===== src/rtl/cpu_pkg.sv =====
// Shared core definitions: flush sequencer states, exception codes and the
// redirect target selection.
package cpu_pkg;

   typedef enum logic [1:0] {
      IDLE     = 2'd0,
      DRAIN    = 2'd1,
      REDIRECT = 2'd2
   } flush_state_t;

   localparam logic [5:0] ECODE_INT = 6'h00;
   localparam logic [5:0] ECODE_SYS = 6'h0B;
   localparam logic [5:0] ECODE_BRK = 6'h0C;
   localparam logic [5:0] ECODE_INE = 6'h0D;

   // An exception outranks ertn when both retire in the same cycle.
   function automatic logic [31:0] flush_target(input logic        ex,
                                                input logic [31:0] eentry,
                                                input logic [31:0] era);
      return ex ? eentry : era;
   endfunction

endpackage


===== src/rtl/ost_counter.sv =====
// Outstanding bus transaction counter: saturates at both ends and flags any
// overflow/underflow on a sticky error bit cleared only by reset.
module ost_counter #(
   parameter int OST_W = 2
) (
   input  logic             clk,
   input  logic             reset,
   input  logic             req,
   input  logic             resp,
   output logic [OST_W-1:0] cnt,
   output logic             zero,
   output logic             err
);

   localparam logic [OST_W-1:0] CNT_MAX = '1;

   logic [OST_W-1:0] cnt_q, cnt_d;
   logic             err_q, err_d;

   always_comb begin
      cnt_d = cnt_q;
      err_d = err_q;
      if (req && !resp) begin
         if (cnt_q == CNT_MAX) err_d = 1'b1;
         else                  cnt_d = cnt_q + 1'b1;
      end else if (resp && !req) begin
         if (cnt_q == '0) err_d = 1'b1;
         else             cnt_d = cnt_q - 1'b1;
      end
   end

   always_ff @(posedge clk) begin
      if (reset) begin
         cnt_q <= '0;
         err_q <= 1'b0;
      end else begin
         cnt_q <= cnt_d;
         err_q <= err_d;
      end
   end

   assign cnt  = cnt_q;
   assign zero = (cnt_q == '0);
   assign err  = err_q;

endmodule


===== src/rtl/flush_ctrl.sv =====
// Pipeline flush/redirect sequencer: kills younger stages on exception or
// ertn, drains in-flight SRAM transactions, then issues one PC redirect.
module flush_ctrl
   import cpu_pkg::*;
#(
   parameter int OST_W = 2
) (
   input  logic        clk,
   input  logic        reset,
   input  logic        wb_ex,
   input  logic        ertn_flush,
   input  logic [31:0] csr_eentry,
   input  logic [31:0] csr_era,
   input  logic        inst_req_fire,
   input  logic        inst_resp_fire,
   input  logic        data_req_fire,
   input  logic        data_resp_fire,
   input  logic        redirect_ready,
   output logic        flush_pipe,
   output logic        wb_block,
   output logic        req_block,
   output logic        inst_resp_drop,
   output logic        data_resp_drop,
   output logic        redirect_valid,
   output logic [31:0] redirect_pc,
   output logic        busy,
   output logic        ost_err
);

   flush_state_t     state_q, state_d;
   logic [31:0]      pc_q, pc_d;
   logic             evt, in_flush;
   logic [OST_W-1:0] inst_cnt, data_cnt;
   logic             inst_zero, data_zero, inst_err, data_err;

   ost_counter #(.OST_W(OST_W)) u_inst_ost (
      .clk   (clk),
      .reset (reset),
      .req   (inst_req_fire),
      .resp  (inst_resp_fire),
      .cnt   (inst_cnt),
      .zero  (inst_zero),
      .err   (inst_err)
   );

   ost_counter #(.OST_W(OST_W)) u_data_ost (
      .clk   (clk),
      .reset (reset),
      .req   (data_req_fire),
      .resp  (data_resp_fire),
      .cnt   (data_cnt),
      .zero  (data_zero),
      .err   (data_err)
   );

   assign evt = wb_ex | ertn_flush;

   always_comb begin
      state_d        = state_q;
      pc_d           = pc_q;
      flush_pipe     = 1'b0;
      wb_block       = 1'b0;
      redirect_valid = 1'b0;
      case (state_q)
         IDLE: begin
            if (evt) begin
               flush_pipe = 1'b1;
               pc_d       = flush_target(wb_ex, csr_eentry, csr_era);
               state_d    = DRAIN;
            end
         end
         DRAIN: begin
            flush_pipe = 1'b1;
            wb_block   = 1'b1;
            if (inst_zero && data_zero) state_d = REDIRECT;
         end
         REDIRECT: begin
            flush_pipe     = 1'b1;
            wb_block       = 1'b1;
            redirect_valid = 1'b1;
            if (redirect_ready) state_d = IDLE;
         end
         default: state_d = IDLE;
      endcase
   end

   always_ff @(posedge clk) begin
      if (reset) begin
         state_q <= IDLE;
         pc_q    <= '0;
      end else begin
         state_q <= state_d;
         pc_q    <= pc_d;
      end
   end

   // The zero flags must always agree with the counts they summarise.
   always_comb begin
      assert (inst_zero == (inst_cnt == '0));
      assert (data_zero == (data_cnt == '0));
   end

   assign in_flush       = (state_q == DRAIN) || (state_q == REDIRECT);
   assign busy           = (state_q != IDLE);
   assign req_block      = busy;
   assign inst_resp_drop = inst_resp_fire & in_flush;
   assign data_resp_drop = data_resp_fire & in_flush;
   assign redirect_pc    = pc_q;
   assign ost_err        = inst_err | data_err;

endmodule


===== config.mk =====
export PLATFORM = sky130hd
export DESIGN_NAME = flush_ctrl
export DESIGN_NICKNAME = d
export VERILOG_FILES = /design/src/rtl/cpu_pkg.sv /design/src/rtl/ost_counter.sv /design/src/rtl/flush_ctrl.sv
export SDC_FILE = /design/constraint.sdc
export NUM_CORES = 1
export LEC_CHECK = 0
export BUFFER_PORTS_ARGS = -buffer_cell sky130_fd_sc_hd__buf_2
export CAP_MARGIN = 10
export CORE_ASPECT_RATIO = 0.7
export CORE_MARGIN = 5
export CORE_UTILIZATION = 47
export CTS_CLUSTER_SIZE = 30
export DETAILED_ROUTE_END_ITERATION = 10
export PLACE_DENSITY_LB_ADDON = 0.08
export RECOVER_POWER = 100
export SYNTH_ARGS = -nofsm -noshare
export SYNTH_HDL_FRONTEND = slang
export SYNTH_SLANG_ARGS = --single-unit

===== constraint.sdc =====
create_clock -name clk -period 3.3 [get_ports clk]
set_clock_uncertainty 0.2 [all_clocks]
set_input_delay 0.66 -clock clk [delete_from_list [all_inputs] [get_ports clk]]
set_output_delay 0.66 -clock clk [all_outputs]
set_load 0.02 [all_outputs]

---- Yosys cells after proc, flatten, opt, wreduce, memory -nomap -nowiden ----
Cells that the tools add are included.
W data, S select, Z words.
cells by class
  multiplexer cells ....................... 25
  add/sub/neg operators ................... 4
  reductions and logical operators ........ 25
  bitwise gates (word level) .............. 4
  equal/unequal tests ..................... 13
operators by type and width
  cell                   number
  $mux W32               1
  $mux W2                11
  $reduce_and A3 Y1      5
  $ne A2 B2 Y1 const B   7
  $mux W1                11
  $reduce_bool A2 Y1     5
  $eq A2 B2 Y1 const B   3
  $logic_not A2 Y1       3
  $pmux W2 S3            1
  $logic_and A1 B1 Y1    5
  $add A2 B1 Y2 const B  2
  $logic_not A1 Y1       4
  $ne A2 B1 Y1 const B   2
  $sub A2 B1 Y2 const B  2
  $and A1 B1 Y1          2
  $eq A2 B1 Y1 const B   1
  $or A1 B1 Y1           2
  $pmux W1 S2            1
  $reduce_and A2 Y1      1
  $reduce_or A2 Y1       1
  $logic_or A1 B1 Y1     1
storage, ports and cells
  output and inout port bits .............. 40
  input bits .............................. 73
  word-level logic and storage cells ...... 77
  bits in registers ....................... 40

---- Longest topological paths before layout ----
  depth in word-level cells ............... 4
  depth in mapped cells ................... 7
  depth with buffers taken out ............ 5

---- By module ----
Synthesis repeated with hierarchy kept, for this count alone.
second synthesis, totals
  cells, all modules ...................... 219
  area, all modules ....................... 2183.3 sq um
by module, submodules not included
  module       area an instance (sq um)  sequential area each (sq um)  cells each  times used
  flush_ctrl   1783.0                    680.7                         171         1
  ost_counter  200.2                     60.1                          24          2

---- Worst setup path before layout ----
OpenSTA, ideal clock, no wires.
  path kind ............................... input port to output port
  start point ............................. input port wb_ex
  end point ............................... output port flush_pipe
  setup slack ............................. 0.605 ns
  path buffers ............................ 3
  cell stages on the path ................. 6
  required time ........................... 2.440 ns
  arrival time ............................ 1.835 ns
  cell sequence ........................... clkbuf_1 -> o21a_1 -> buf_2 -> buf_1 -> nor2_1 -> nor2_1
on the way
  cells in the longest elaborated chain, start to end .. 3
ends and longest elaborated chain
  element          RTL line          source
  start, declared  flush_ctrl.sv:10  input logic wb_ex,
  $or A1 B1 Y1     flush_ctrl.sv:56  assign evt = wb_ex | ertn_flush;
  $mux W1          flush_ctrl.sv:66  if (evt) begin
  $pmux W1 S2      flush_ctrl.sv:64  case (state_q)
  end, declared    flush_ctrl.sv:19  output logic flush_pipe,
Every way passes these cells.

---- Final worst setup path ----
  start point ............................. register state_q[0]
  end point ............................... output port flush_pipe
on the way
  cells in the longest elaborated chain, start to end .. 3
  elaborated cells between the ends (all ways) .. 5
  those cells by class .................... eq/ne (2); mux (1); reduce/logical (2)
ends and longest elaborated chain
  element                                              RTL line          source
  start, declared                                      flush_ctrl.sv:30  flush_state_t state_q, state_d;
  start signal, assigned                               flush_ctrl.sv:92  state_q <= state_d;
  $eq A2 B1 Y1 / $eq A2 B2 Y1 (equally long branches)  flush_ctrl.sv:64
  $reduce_or A2 Y1 (no line)                           --
  $pmux W1 S2 *                                        flush_ctrl.sv:64
Mark *: on every way between the ends. The rest lies on a longest branch, timed or not.

==> results.sh <==
export IMPL_status="finished, violations left"
export IMPL_violations="max-capacitance violations, max-slew violations"
export IMPL_tightestPinTransition_ns=1.82
export IMPL_fin_crit_sh=0.720
export IMPL_critPathSlowestCell="dfxtp_1"
export IMPL_grt_usage=0.163
export IMPL_post_cts_setup_buffers=0
export IMPL_yosysTopAreaCellShare=0.411
export IMPL_worst_slack_ns=0.925
export IMPL_tns_ns=0
export IMPL_cp_top_family="flip-flops"
export IMPL_post_place_ws_ns=1.01
export IMPL_stdcell_area_mm2=0.00254
export IMPL_multi_input_area_mm2=0.00105
export IMPL_die_h_um=63.9
export IMPL_grt_overflow=0
export IMPL_grtUsageMet2=0.254
export IMPL_fill_cells=380
export IMPL_cp_data_arrival_time_ns=1.52
export IMPL_worstPathRequired_ns=2.44
export IMPL_use_met1=0.206
export IMPL_maxCapViolations=1
export IMPL_synth_top_area_cell="dfxtp_1"
export IMPL_root_buffer="clkbuf_8"
export IMPL_crit_buf_inv=2
export IMPL_syn_inst=209
export IMPL_grt_pass1_wl_mm=7.33
export IMPL_use_met3=0.0680
export IMPL_vias_per_cell=4.82
export IMPL_yosysMostFrequentCell="dfxtp_1"
export IMPL_crit_start="state_q[0]"
export IMPL_antennaDiodeCount=0
export IMPL_setup_violations=0
export IMPL_cts_tree="yes"
export IMPL_ys_seq_elements=40
export IMPL_min_from="redirect_pc[4]"
export IMPL_drt_iter0_drc=43
export IMPL_ys_top_cells_by_count="40 x dfxtp_1, 37 x nor2_1, 35 x mux2i_1, 32 x a211oi_1, 10 x ha_1"
export IMPL_crit_top_cell="nor2_1"
export IMPL_pin_count=113
export IMPL_h_tree_depth=2
export IMPL_cpPeakStageDelay_ns=0.41
export IMPL_core_area_mm2=0.00397
export IMPL_dr_pass1_iters=4
export IMPL_path_cells="inv_1 -> ha_1 -> nor2_1 -> nor2_1 -> clkbuf_1"
export IMPL_seq_area_um2=801
export IMPL_clock_sinks=40
export IMPL_antenna_found_initial=0
export IMPL_ctsResizeCount=0
export IMPL_numCtsBuffers=5
export IMPL_grt_pass1_vias=1677
export IMPL_routed_wl_mm=4.58
export IMPL_power_density_mw_per_mm2=689
export IMPL_min_path_type="reg -> reg"
export IMPL_drive_gt1_frac=0.264
export IMPL_dpl_instance_area_mm2=0.00252
export IMPL_crit_fanout=5
export IMPL_drc_errors=0
export IMPL_hold_buffers=0
export IMPL_synthTopCellsByArea="dfxtp_1 41%, mux2i_1 18%, a211oi_1 12%"
export IMPL_max_vdd_ir_drop_mv=0.384
export IMPL_final_hold_viol_count=0
export IMPL_final_max_slew_viol_count=43
export IMPL_nNetsFinal=397
export IMPL_vias=1763
export IMPL_placed_cells=359
export IMPL_clk_pin_slew_ns=0.07
export IMPL_fin_cells=366
export IMPL_ys_flop_type="dfxtp_1"
export IMPL_die_w_um=86.9
export IMPL_dp_hpwl_mm=3.53
export IMPL_postSynthAreaPerCell_um2=9.32
export IMPL_grt_busiest_layer="met2"
export IMPL_maxSlewHeadroom=-0.210
export IMPL_synth_edff_count=0
export IMPL_clockBufferDepth=2
export IMPL_syn_to_final_growth_pct=30.7
export IMPL_yosysWarnings=0
export IMPL_clk_latency_ns=0.28
export IMPL_drtAntennaViolNets=0
export IMPL_synthesis_area_mm2=0.00195
export IMPL_critPathCaptureType="output pin"
export IMPL_p_leak_nw=1.21
export IMPL_seq_area_frac_synth=0.411
export IMPL_routabilityCongestion=0.773
export IMPL_crit_type="reg -> out"
export IMPL_timing_rr_start="state_q[0]"
export IMPL_async_flop_share=0
export IMPL_die_area_mm2=0.00555
export IMPL_postSynthNetCount=292
export IMPL_grt_max_degree=65
export IMPL_grt_setup_unrepaired="false"
export IMPL_start_util=0.490
export IMPL_yosysUniqueCellTypes=25
export IMPL_rows=19
export IMPL_finalCriticalPeriod_ns=2.38
export IMPL_io_buffers=112
export IMPL_wl_per_cell_um=12.5
export IMPL_cp_start_kind="register"
export IMPL_max_freq_ghz=0.421
export IMPL_fin_util=0.641
## through the flow
| step | total power [W] | hold WS, ns |
|---|---|---|
| finish | 0.00175 | 0.297 |
| global route | 0.00189 | 0.320 |
| CTS | 0.00182 | 0.298 |
| detailed placement | 0.00151 | 0.288 |
| global placement | 0.00150 | 0.283 |
| floorplan | 0.00126 | 0.270 |
## tightest hold or removal path, stage by stage (launching register included)
cell and delay [ns]:
dfxtp_1 0.31, nor2_1 0.09, a211oi_1 0.05
## kinds of logic (layout without fill, tap and decap cells)
kind of cell,Yosys count,in the layout,share of synthesized area
flip-flops,40,40,0.411
multiplexers,35,35,0.180
adder cells (fa/ha/maj),10,10,0.0643
buffers and inverters,24,129,0.0521
AND/OR/NAND/NOR,52,52,0.122
AO/OA/AOI/OAI,48,48,0.170
## power breakdown
part           switching [W]  internal [W]  total, W
clock               0.000155      0.000144  0.000299
combinational       0.000518      0.000253  0.000771
sequential         0.0000693      0.000614  0.000683
total               0.000743       0.00101   0.00175
## flip-flops by register name, summed over array words and instances, names as in the netlist
name            flops
redirect_pc        32
state_q             2
u_data_ost.err      1
u_inst_ost.err      1
u_data_ost.cnt      2
u_inst_ost.cnt      2
## area by class of cell
type / instances / share of cell area
Multi-Input combinational cell: 145 / 0.411
Sequential cell: 40 / 0.315
Clock buffer: 6 / 0.0285
Clock inverter: 1 / 0.00197
Timing Repair Buffer: 114 / 0.206
Tap cell: 52 / 0.0256
Inverter: 8 / 0.0118
## path summary, 6_finish.rpt
path	to	slack, ns	cells past startpoint
max	flush_pipe	0.92	5
min	redirect_pc[4]	0.30	2
max reg2reg	redirect_pc[12]	1.30	6
min reg2reg	redirect_pc[4]	0.30	2
## layout by cell type (no fill, tap or decap), types with 2 or more instances in the layout
master	netlist	routed
nor2_1	37	37
buf_4	1	2
ha_1	10	10
buf_2	6	71
dfxtp_1	40	40
a211oi_1	32	32
o21ai_0	5	5
mux2i_1	35	35
and2_1	3	3
nor2b_1	2	2
a21oi_1	7	7
inv_1	8	8
clkbuf_8	0	5
nand2b_1	4	4
clkbuf_1	6	42
## per-layer routing
layer  routed length (µm)  share of wire  up-vias
met1                 2060           0.45      745
met3                  419          0.091        5
li1                     -              -      957
met4                   46          0.010        0
met2                 2050           0.45       56
met5                    0              0        -
Power figures use the tool's default switching activity.
